==> src/rtl/lockin_pkg.sv <==
// Shared constants and helpers for the lock-in photon counter.
// Phase boundaries, I/Q sizing and saturating arithmetic.
package lockin_pkg;

    localparam int IQ_SIGN_BITS = 1;

    // Width that holds a signed sum of all phase bins without overflow.
    function automatic int iq_width(input int cnt_w, input int phases);
        return cnt_w + $clog2(phases) + IQ_SIGN_BITS;
    endfunction

    // First phase-timer value belonging to phase bin k.
    function automatic int phase_bound(
        input int period,
        input int phases,
        input int k
    );
        return k * (period / phases);
    endfunction

    // Increment v, holding at 2^w-1 (w <= 32).
    function automatic logic [31:0] sat_inc(
        input logic [31:0] v,
        input int unsigned w
    );
        logic [32:0] lim;
        lim = (33'd1 << w) - 33'd1;
        if ({1'b0, v} >= lim) begin
            return v;
        end
        return v + 32'd1;
    endfunction

endpackage

==> src/rtl/pmt_edge_sync.sv <==
// PMT discriminator synchroniser with rising-edge detect.
// Emits at most one event per clock.
module pmt_edge_sync
    import lockin_pkg::*;
(
    input  logic clock_50_mhz,
    input  logic reset,
    input  logic pulse_async,
    output logic pulse_event
);

    logic meta;
    logic sync;
    logic prev;

    always_ff @(posedge clock_50_mhz) begin
        if (reset) begin
            meta <= 1'b0;
            sync <= 1'b0;
            prev <= 1'b0;
        end else begin
            meta <= pulse_async;
            sync <= meta;
            prev <= sync;
        end
    end

    assign pulse_event = sync & ~prev;

endmodule

==> src/rtl/lockin_photon_counter.sv <==
// Multi-phase lock-in photon counter with I/Q sums and a
// double-buffered gated arrival-time histogram.
module lockin_photon_counter
    import lockin_pkg::*;
#(
    parameter int MOD_PERIOD_CLKS = 500,
    parameter int NUM_PHASES      = 4,
    parameter int INTEG_PERIODS   = 1000000,
    parameter int CNT_W           = 32,
    parameter int HIST_BINS       = 20,
    parameter int HIST_W          = 9,
    parameter int GATE_START      = 250
) (
    input  logic clock_50_mhz,
    input  logic reset,
    input  logic PMT_in,
    input  logic enable,
    output logic light_source_pin,
    output logic pulse_out_pin,
    output logic frame_valid,
    output logic [15:0] frame_id,
    output logic [NUM_PHASES*CNT_W-1:0] phase_counts,
    output logic signed
        [iq_width(CNT_W, NUM_PHASES)-1:0] i_value,
    output logic signed
        [iq_width(CNT_W, NUM_PHASES)-1:0] q_value,
    input  logic [$clog2(HIST_BINS+1)-1:0] hist_rd_addr,
    output logic [HIST_W-1:0] hist_rd_data
);

    localparam int TW   = $clog2(MOD_PERIOD_CLKS + 1);
    localparam int PW   =
        (INTEG_PERIODS > 1) ? $clog2(INTEG_PERIODS) : 1;
    localparam int IDXW = $clog2(NUM_PHASES);
    localparam int IQW  = iq_width(CNT_W, NUM_PHASES);
    localparam int AW   = $clog2(HIST_BINS + 1);
    localparam int HBW  = (HIST_BINS > 1) ? $clog2(HIST_BINS) : 1;

    logic [TW-1:0]   timer;
    logic [PW-1:0]   per_cnt;
    logic            timer_last;
    logic            frame_end;
    logic            pmt_event;
    logic            hit;
    logic            in_gate;
    logic            hit_gate;
    logic [HBW-1:0]  hbin;
    logic [IDXW-1:0] phase_idx;

    pmt_edge_sync u_sync (
        .clock_50_mhz(clock_50_mhz),
        .reset       (reset),
        .pulse_async (PMT_in),
        .pulse_event (pmt_event)
    );

    assign timer_last = timer == TW'(MOD_PERIOD_CLKS - 1);
    assign frame_end  = timer_last
                     && per_cnt == PW'(INTEG_PERIODS - 1);
    assign hit        = pmt_event & enable;
    assign in_gate    = timer >= TW'(GATE_START)
                     && timer < TW'(GATE_START + HIST_BINS);
    assign hit_gate   = hit & in_gate;
    assign hbin       = HBW'(timer - TW'(GATE_START));

    always_ff @(posedge clock_50_mhz) begin
        if (reset) begin
            timer   <= '0;
            per_cnt <= '0;
        end else if (timer_last) begin
            timer   <= '0;
            per_cnt <= frame_end ? '0 : per_cnt + PW'(1);
        end else begin
            timer   <= timer + TW'(1);
        end
    end

    // Compare chain against precomputed boundaries; no divider.
    always_comb begin
        phase_idx = '0;
        for (int k = 1; k < NUM_PHASES; k++) begin
            if (timer >= TW'(phase_bound(MOD_PERIOD_CLKS,
                                         NUM_PHASES, k))) begin
                phase_idx = IDXW'(k);
            end
        end
    end

    logic [CNT_W-1:0] acc [NUM_PHASES];

    always_ff @(posedge clock_50_mhz) begin
        if (reset) begin
            phase_counts <= '0;
            for (int k = 0; k < NUM_PHASES; k++) begin
                acc[k] <= '0;
            end
        end else if (frame_end) begin
            // A coincident event opens the new frame at 1.
            for (int k = 0; k < NUM_PHASES; k++) begin
                phase_counts[k*CNT_W +: CNT_W] <= acc[k];
                acc[k] <= (hit && phase_idx == IDXW'(k))
                        ? CNT_W'(1) : '0;
            end
        end else if (hit) begin
            acc[phase_idx] <=
                CNT_W'(sat_inc(32'(acc[phase_idx]), CNT_W));
        end
    end

    logic signed [IQW-1:0] i_sum;
    logic signed [IQW-1:0] q_sum;

    always_comb begin
        i_sum = '0;
        q_sum = '0;
        for (int k = 0; k < NUM_PHASES; k++) begin
            if (k < NUM_PHASES / 2) begin
                i_sum = i_sum + $signed(IQW'(acc[k]));
            end else begin
                i_sum = i_sum - $signed(IQW'(acc[k]));
            end
            if (k >= NUM_PHASES / 4
                && k < 3 * NUM_PHASES / 4) begin
                q_sum = q_sum + $signed(IQW'(acc[k]));
            end else begin
                q_sum = q_sum - $signed(IQW'(acc[k]));
            end
        end
    end

    always_ff @(posedge clock_50_mhz) begin
        if (reset) begin
            light_source_pin <= 1'b0;
            pulse_out_pin    <= 1'b0;
            frame_valid      <= 1'b0;
            frame_id         <= '0;
            i_value          <= '0;
            q_value          <= '0;
        end else begin
            light_source_pin <= timer < TW'(MOD_PERIOD_CLKS / 2);
            pulse_out_pin    <= in_gate;
            frame_valid      <= frame_end;
            if (frame_end) begin
                frame_id <= frame_id + 16'd1;
                i_value  <= i_sum;
                q_value  <= q_sum;
            end
        end
    end

    logic [HIST_W-1:0]    hist_mem [2][HIST_BINS];
    logic [HIST_BINS-1:0] hist_vld [2];
    logic                 bank_sel;
    logic                 rd_bank;

    assign rd_bank = ~bank_sel;

    // Clearing valid bits empties the incoming bank in one cycle.
    always_ff @(posedge clock_50_mhz) begin
        if (reset) begin
            bank_sel    <= 1'b0;
            hist_vld[0] <= '0;
            hist_vld[1] <= '0;
        end else if (frame_end) begin
            bank_sel          <= rd_bank;
            hist_vld[rd_bank] <= '0;
            if (hit_gate) begin
                hist_vld[rd_bank][hbin] <= 1'b1;
            end
        end else if (hit_gate) begin
            hist_vld[bank_sel][hbin] <= 1'b1;
        end
    end

    always_ff @(posedge clock_50_mhz) begin
        if (!reset && hit_gate) begin
            if (frame_end) begin
                hist_mem[rd_bank][hbin] <= HIST_W'(1);
            end else if (!hist_vld[bank_sel][hbin]) begin
                hist_mem[bank_sel][hbin] <= HIST_W'(1);
            end else begin
                hist_mem[bank_sel][hbin] <= HIST_W'(
                    sat_inc(32'(hist_mem[bank_sel][hbin]), HIST_W));
            end
        end
    end

    logic           rd_in_range;
    logic [HBW-1:0] rd_idx;

    assign rd_in_range = hist_rd_addr < AW'(HIST_BINS);
    assign rd_idx      = HBW'(hist_rd_addr);

    always_ff @(posedge clock_50_mhz) begin
        if (reset) begin
            hist_rd_data <= '0;
        end else if (rd_in_range && hist_vld[rd_bank][rd_idx]) begin
            hist_rd_data <= hist_mem[rd_bank][rd_idx];
        end else begin
            hist_rd_data <= '0;
        end
    end

endmodule
==> config.mk <==
export PLATFORM = sky130hd
export DESIGN_NAME = lockin_photon_counter
export DESIGN_NICKNAME = d
export VERILOG_FILES = /design/src/rtl/lockin_pkg.sv /design/src/rtl/pmt_edge_sync.sv /design/src/rtl/lockin_photon_counter.sv
export SDC_FILE = /design/constraint.sdc
export NUM_CORES = 2
export LEC_CHECK = 0
export CORE_MARGIN = 5
export CORE_UTILIZATION = 55
export CTS_CLUSTER_SIZE = 12
export DETAILED_ROUTE_END_ITERATION = 12
export MAX_ROUTING_LAYER = met4
export PLACE_DENSITY = 0.8
export SLEW_MARGIN = 5
export SYNTH_ARGS = -nofsm -noshare
export SYNTH_HDL_FRONTEND = slang
export SYNTH_SLANG_ARGS = --single-unit
==> constraint.sdc <==
create_clock -name clock_50_mhz -period 7.8 [get_ports clock_50_mhz]
set_input_delay 0.78 -clock clock_50_mhz [delete_from_list [all_inputs] [get_ports clock_50_mhz]]
set_output_delay 0.78 -clock clock_50_mhz [all_outputs]
set_load 0.005 [all_outputs]
==> key figures <==
Setup path
  • R2r worst-path depth: 26
  • Setup crit start kind: flop
  • Crit Path Class: reg -> reg
  • Critical path endpoint category: flop
  • Critical path's largest stage delay: 0.51 ns
  • Crit-path most repeated cell: a21oi_1
  • Slowest-stage cell, CP: edfxtp_1
  • R2R setup slack: 1.23 ns
  • Crit path DAT: 7.13 ns
  • Critical path fanouts, max: 6
  • Required time of the critical path: 8.36 ns

Die
  • Rows: 103
  • Die Height: 291.4 um
  • Io pins: 235
  • Initial Util: 0.5530
  • CORE AREA: 78,740 um2
  • Die width: 291.4 um
  • Die area: 84,910 um2

Clock network
  • Clk buf depth: 3
  • CTS Sinks: 788
  • Post-cts sizing count: 0
  • Clk pin slew, worst setup/hold paths: 0.06 ns
  • CTS tree: done
  • Root Driver: clkbuf_16
  • CTS H-tree depth: 3
  • CTS buffer count: 85
  • Clock latency at the later pin of the worst-skew pair: 0.67 ns
  • Hold Buf Count CTS: 0
  • Postcts setup bufs: 0

Synthesis
  • Post-synth EDFFs: 528
  • Syn Inst Count: 3,907
  • Synth Net Count: 4,127
  • Post-synthesis mux area share: 0.1330
  • Register area share after synthesis: 0.4836
  • Largest family of logic cells by synthesized area: simple AND/OR/NAND/NOR gates
  • Synth area leader: edfxtp_1
  • Post-synth cell types: 92
  • Yosys reg bits: 788
  • Adder-cell area share of the yosys netlist: 0.07752
  • Primary FF master, synth: edfxtp_1
  • Count leader, synth: nand2_1
  • Yosys top cell area share: 0.3641
  • Cell Area, Synth: 43,550 um2
  • Main area contributors after synthesis: edfxtp_1, dfxtp_1, mux4_2, nand2_1, fa_1
  • Syn avg cell area: 11.15 um2
  • Syn. warnings: 0
  • Simple-Gate Fraction of Synth Area: 0.1355
  • Post-synthesis compound-gate area fraction: 0.09295
  • Ys async rst share: 0
  • XOR/XNOR Fraction of Synth Area: 0.03672
  • Synth top cells by count: nand2_1, edfxtp_1, nor2_1

Pwr
  • Logic pwr share: 0.210
  • P_int: 7624 uW
  • PwrDens: 218.3 nW/um2
  • Clock network power share: 0.370
  • Switch share: 0.2940
  • Register share of total power: 0.420
  • Leak: 0.01662 uW
  • Final Power: 10,800 uW
  • Sw Pwr: 3175 uW
  • VDD IR-drop max: 0.1736 mV

Placed design
  • Post-DP Area: 46,710 um2
  • Post-place setup slack: 1.250 ns
  • Post-DP HPWL: 91,270 um
  • I/O Buffers: 234
  • Placer Congestion: 0.9876

Cells and area
  • Design area: 49,480 um2
  • Reg area: 21,070 um2
  • Area Growth Syn to Fin: 13.62%
  • Fill cells: 5,977
  • Layout cells sized above 1: 0.1121
  • Nets: 4,279
  • Area of the multi-input gates: 20,770 um2
  • Post-layout util: 0.6284

Route
  • DRC viols: 0
  • Starting DRT DRC Count: 3,744
  • Vias/cell: 6.367
  • Vias: 32,990
  • Post-Route WL: 131,400 um
  • First-pass iteration count of the detailed router: 6
  • Wire length per cell: 25.35 um
  • Antenna violation net count after detailed routing: 0

Hold path
  • Worst hold path type: in -> reg
  • Hold depth: 2

Timing
  • Max_slew headroom: 0.1166
  • Sum Neg Setup Slack: 0 ns
  • FMAX: 0.1522 GHz
  • Post-route setup slack: 1.232 ns
  • Fin crit period: 6.568 ns
  • Final Skew: 0.03208 ns
  • Fin. max-slew vios: 0
  • Slew @ Worst Pin: 1.320 ns
  • Final Setup Violations: 0
  • Final hold violations: 0
  • RSZ-0062 raised after global routing: false
  • Crit share post-route: 0.8421

Flow run
  • Number of max-cap violations: 0

Global routing
  • Largest net degree at the start of global routing: 204
  • Initial antenna violation count: 2
  • Tot GR Track Use: 0.3118
  • First-pass GRT wire length: 199,700 um
  • Number of global-route vias before repair: 33,040
  • Remaining Overflow, GRT: 0

Run status
  • Status: complete, no violations
cell usage in the layout, fill, tap and decap left out, types with 14 or more instances in the layout:
master / Yosys / layout
nand2_1: 551 / 551
edfxtp_1: 528 / 528
nor2_1: 480 / 480
a21oi_1: 281 / 281
dfxtp_1: 260 / 257
clkdlybuf4s50_1: 0 / 232
mux4_2: 228 / 228
inv_1: 206 / 206
ha_1: 113 / 113
xnor2_1: 115 / 112
fa_1: 98 / 98
clkbuf_16: 0 / 89
o21ai_0: 86 / 86
nand3_1: 64 / 63
a21o_1: 62 / 62
xor2_1: 62 / 61
buf_4: 9 / 54
nor3_1: 53 / 52
mux2i_1: 51 / 51
nand2b_1: 39 / 39
clkbuf_1: 137 / 31
and3_1: 27 / 27
o22ai_1: 24 / 24
and2_1: 23 / 23
nor2b_1: 23 / 23
nand4_1: 22 / 22
o21a_1: 21 / 21
nor4_1: 18 / 18
a211oi_1: 17 / 17
a221oi_1: 16 / 16
a31oi_1: 15 / 15
or3_1: 14 / 14
a22oi_1: 14 / 14
sequential cells by signal, summed over array words and instances (netlist names), 9 cells and up, named ones only:
signal,count
frame_id,16
acc,128
q_value,35
hist_rd_data,9
i_value,35
hist_vld,40
phase_counts,128
hist_mem,360
timer,9
per_cnt,20
layer usage:
metal,GRT usage,vias to the layer above,routed length [um]
met2,0.4826,2221,61010
li1,-,14350,-
met4,0.1477,0,8057
met3,0.06760,482,14710
met5,-,-,0
met1,0.3965,15930,47580
kinds of logic (layout without fill, tap and decap cells):
group | after synthesis | after routing
AOI/OAI and AO/OA | 644 | 644
xor gates and xnor gates | 180 | 180
adders and majority gates | 211 | 211
buffers and inverters | 432 | 654
DFF | 788 | 788
muxes | 292 | 292
other | 0 | 2
and+or+nand+nor | 1360 | 1360
cell type report:
class,instances,area share
flip-flops and latches,788,0.4259
multi-input cells,2687,0.4198
repair buffers,289,0.05616
clock buffers,131,0.05030
well taps,1050,0.02655
inverters,208,0.01578
clock inverters,26,0.005462
diodes,2,0.0001012
critical path: cells and delay by family (launching register included):
| family | cells | cell delay, ns |
|---|---|---|
| AND/OR/NAND/NOR | 3 | 0.70 |
| flip-flops | 1 | 0.51 |
| XOR/XNOR | 2 | 0.23 |
| adder cells (fa/ha/maj) | 4 | 1.23 |
| buffers and inverters | 2 | 0.18 |
| AO/OA/AOI/OAI | 15 | 3.62 |
path summary, 6_finish.rpt:
path	from	end
max reg2reg	acc[0][0]$_DFFE_PP_	i_value[33]$_SDFFE_PP0P_
min reg2reg	u_sync.meta$_SDFF_PP0_	u_sync.sync$_SDFF_PP0_
max	acc[0][0]$_DFFE_PP_	i_value[33]$_SDFFE_PP0P_
min	reset	u_sync.prev$_SDFF_PP0_
power groups by stage:
stage	combinational, uW	sequential, uW	clock, uW
3_5_place_dp	2200	4620	0
2_1_floorplan	1670	4590	0
3_3_place_gp	2180	4620	0
6_report	2260	4540	4000
5_1_grt	2470	4540	4190
4_1_cts	2220	4530	4030
per-stage QoR:
| stage | instances | hold slack (ns) |
|---|---|---|
| floorplan | 3907 | 0.4138 |
| global placement | 5022 | 0.4272 |
| detailed placement | 5022 | 0.4364 |
| CTS | 5179 | 0.3804 |
| global route | 5181 | 0.3973 |
| finish | 5181 | 0.4051 |
Power figures use the tool's default switching activity.
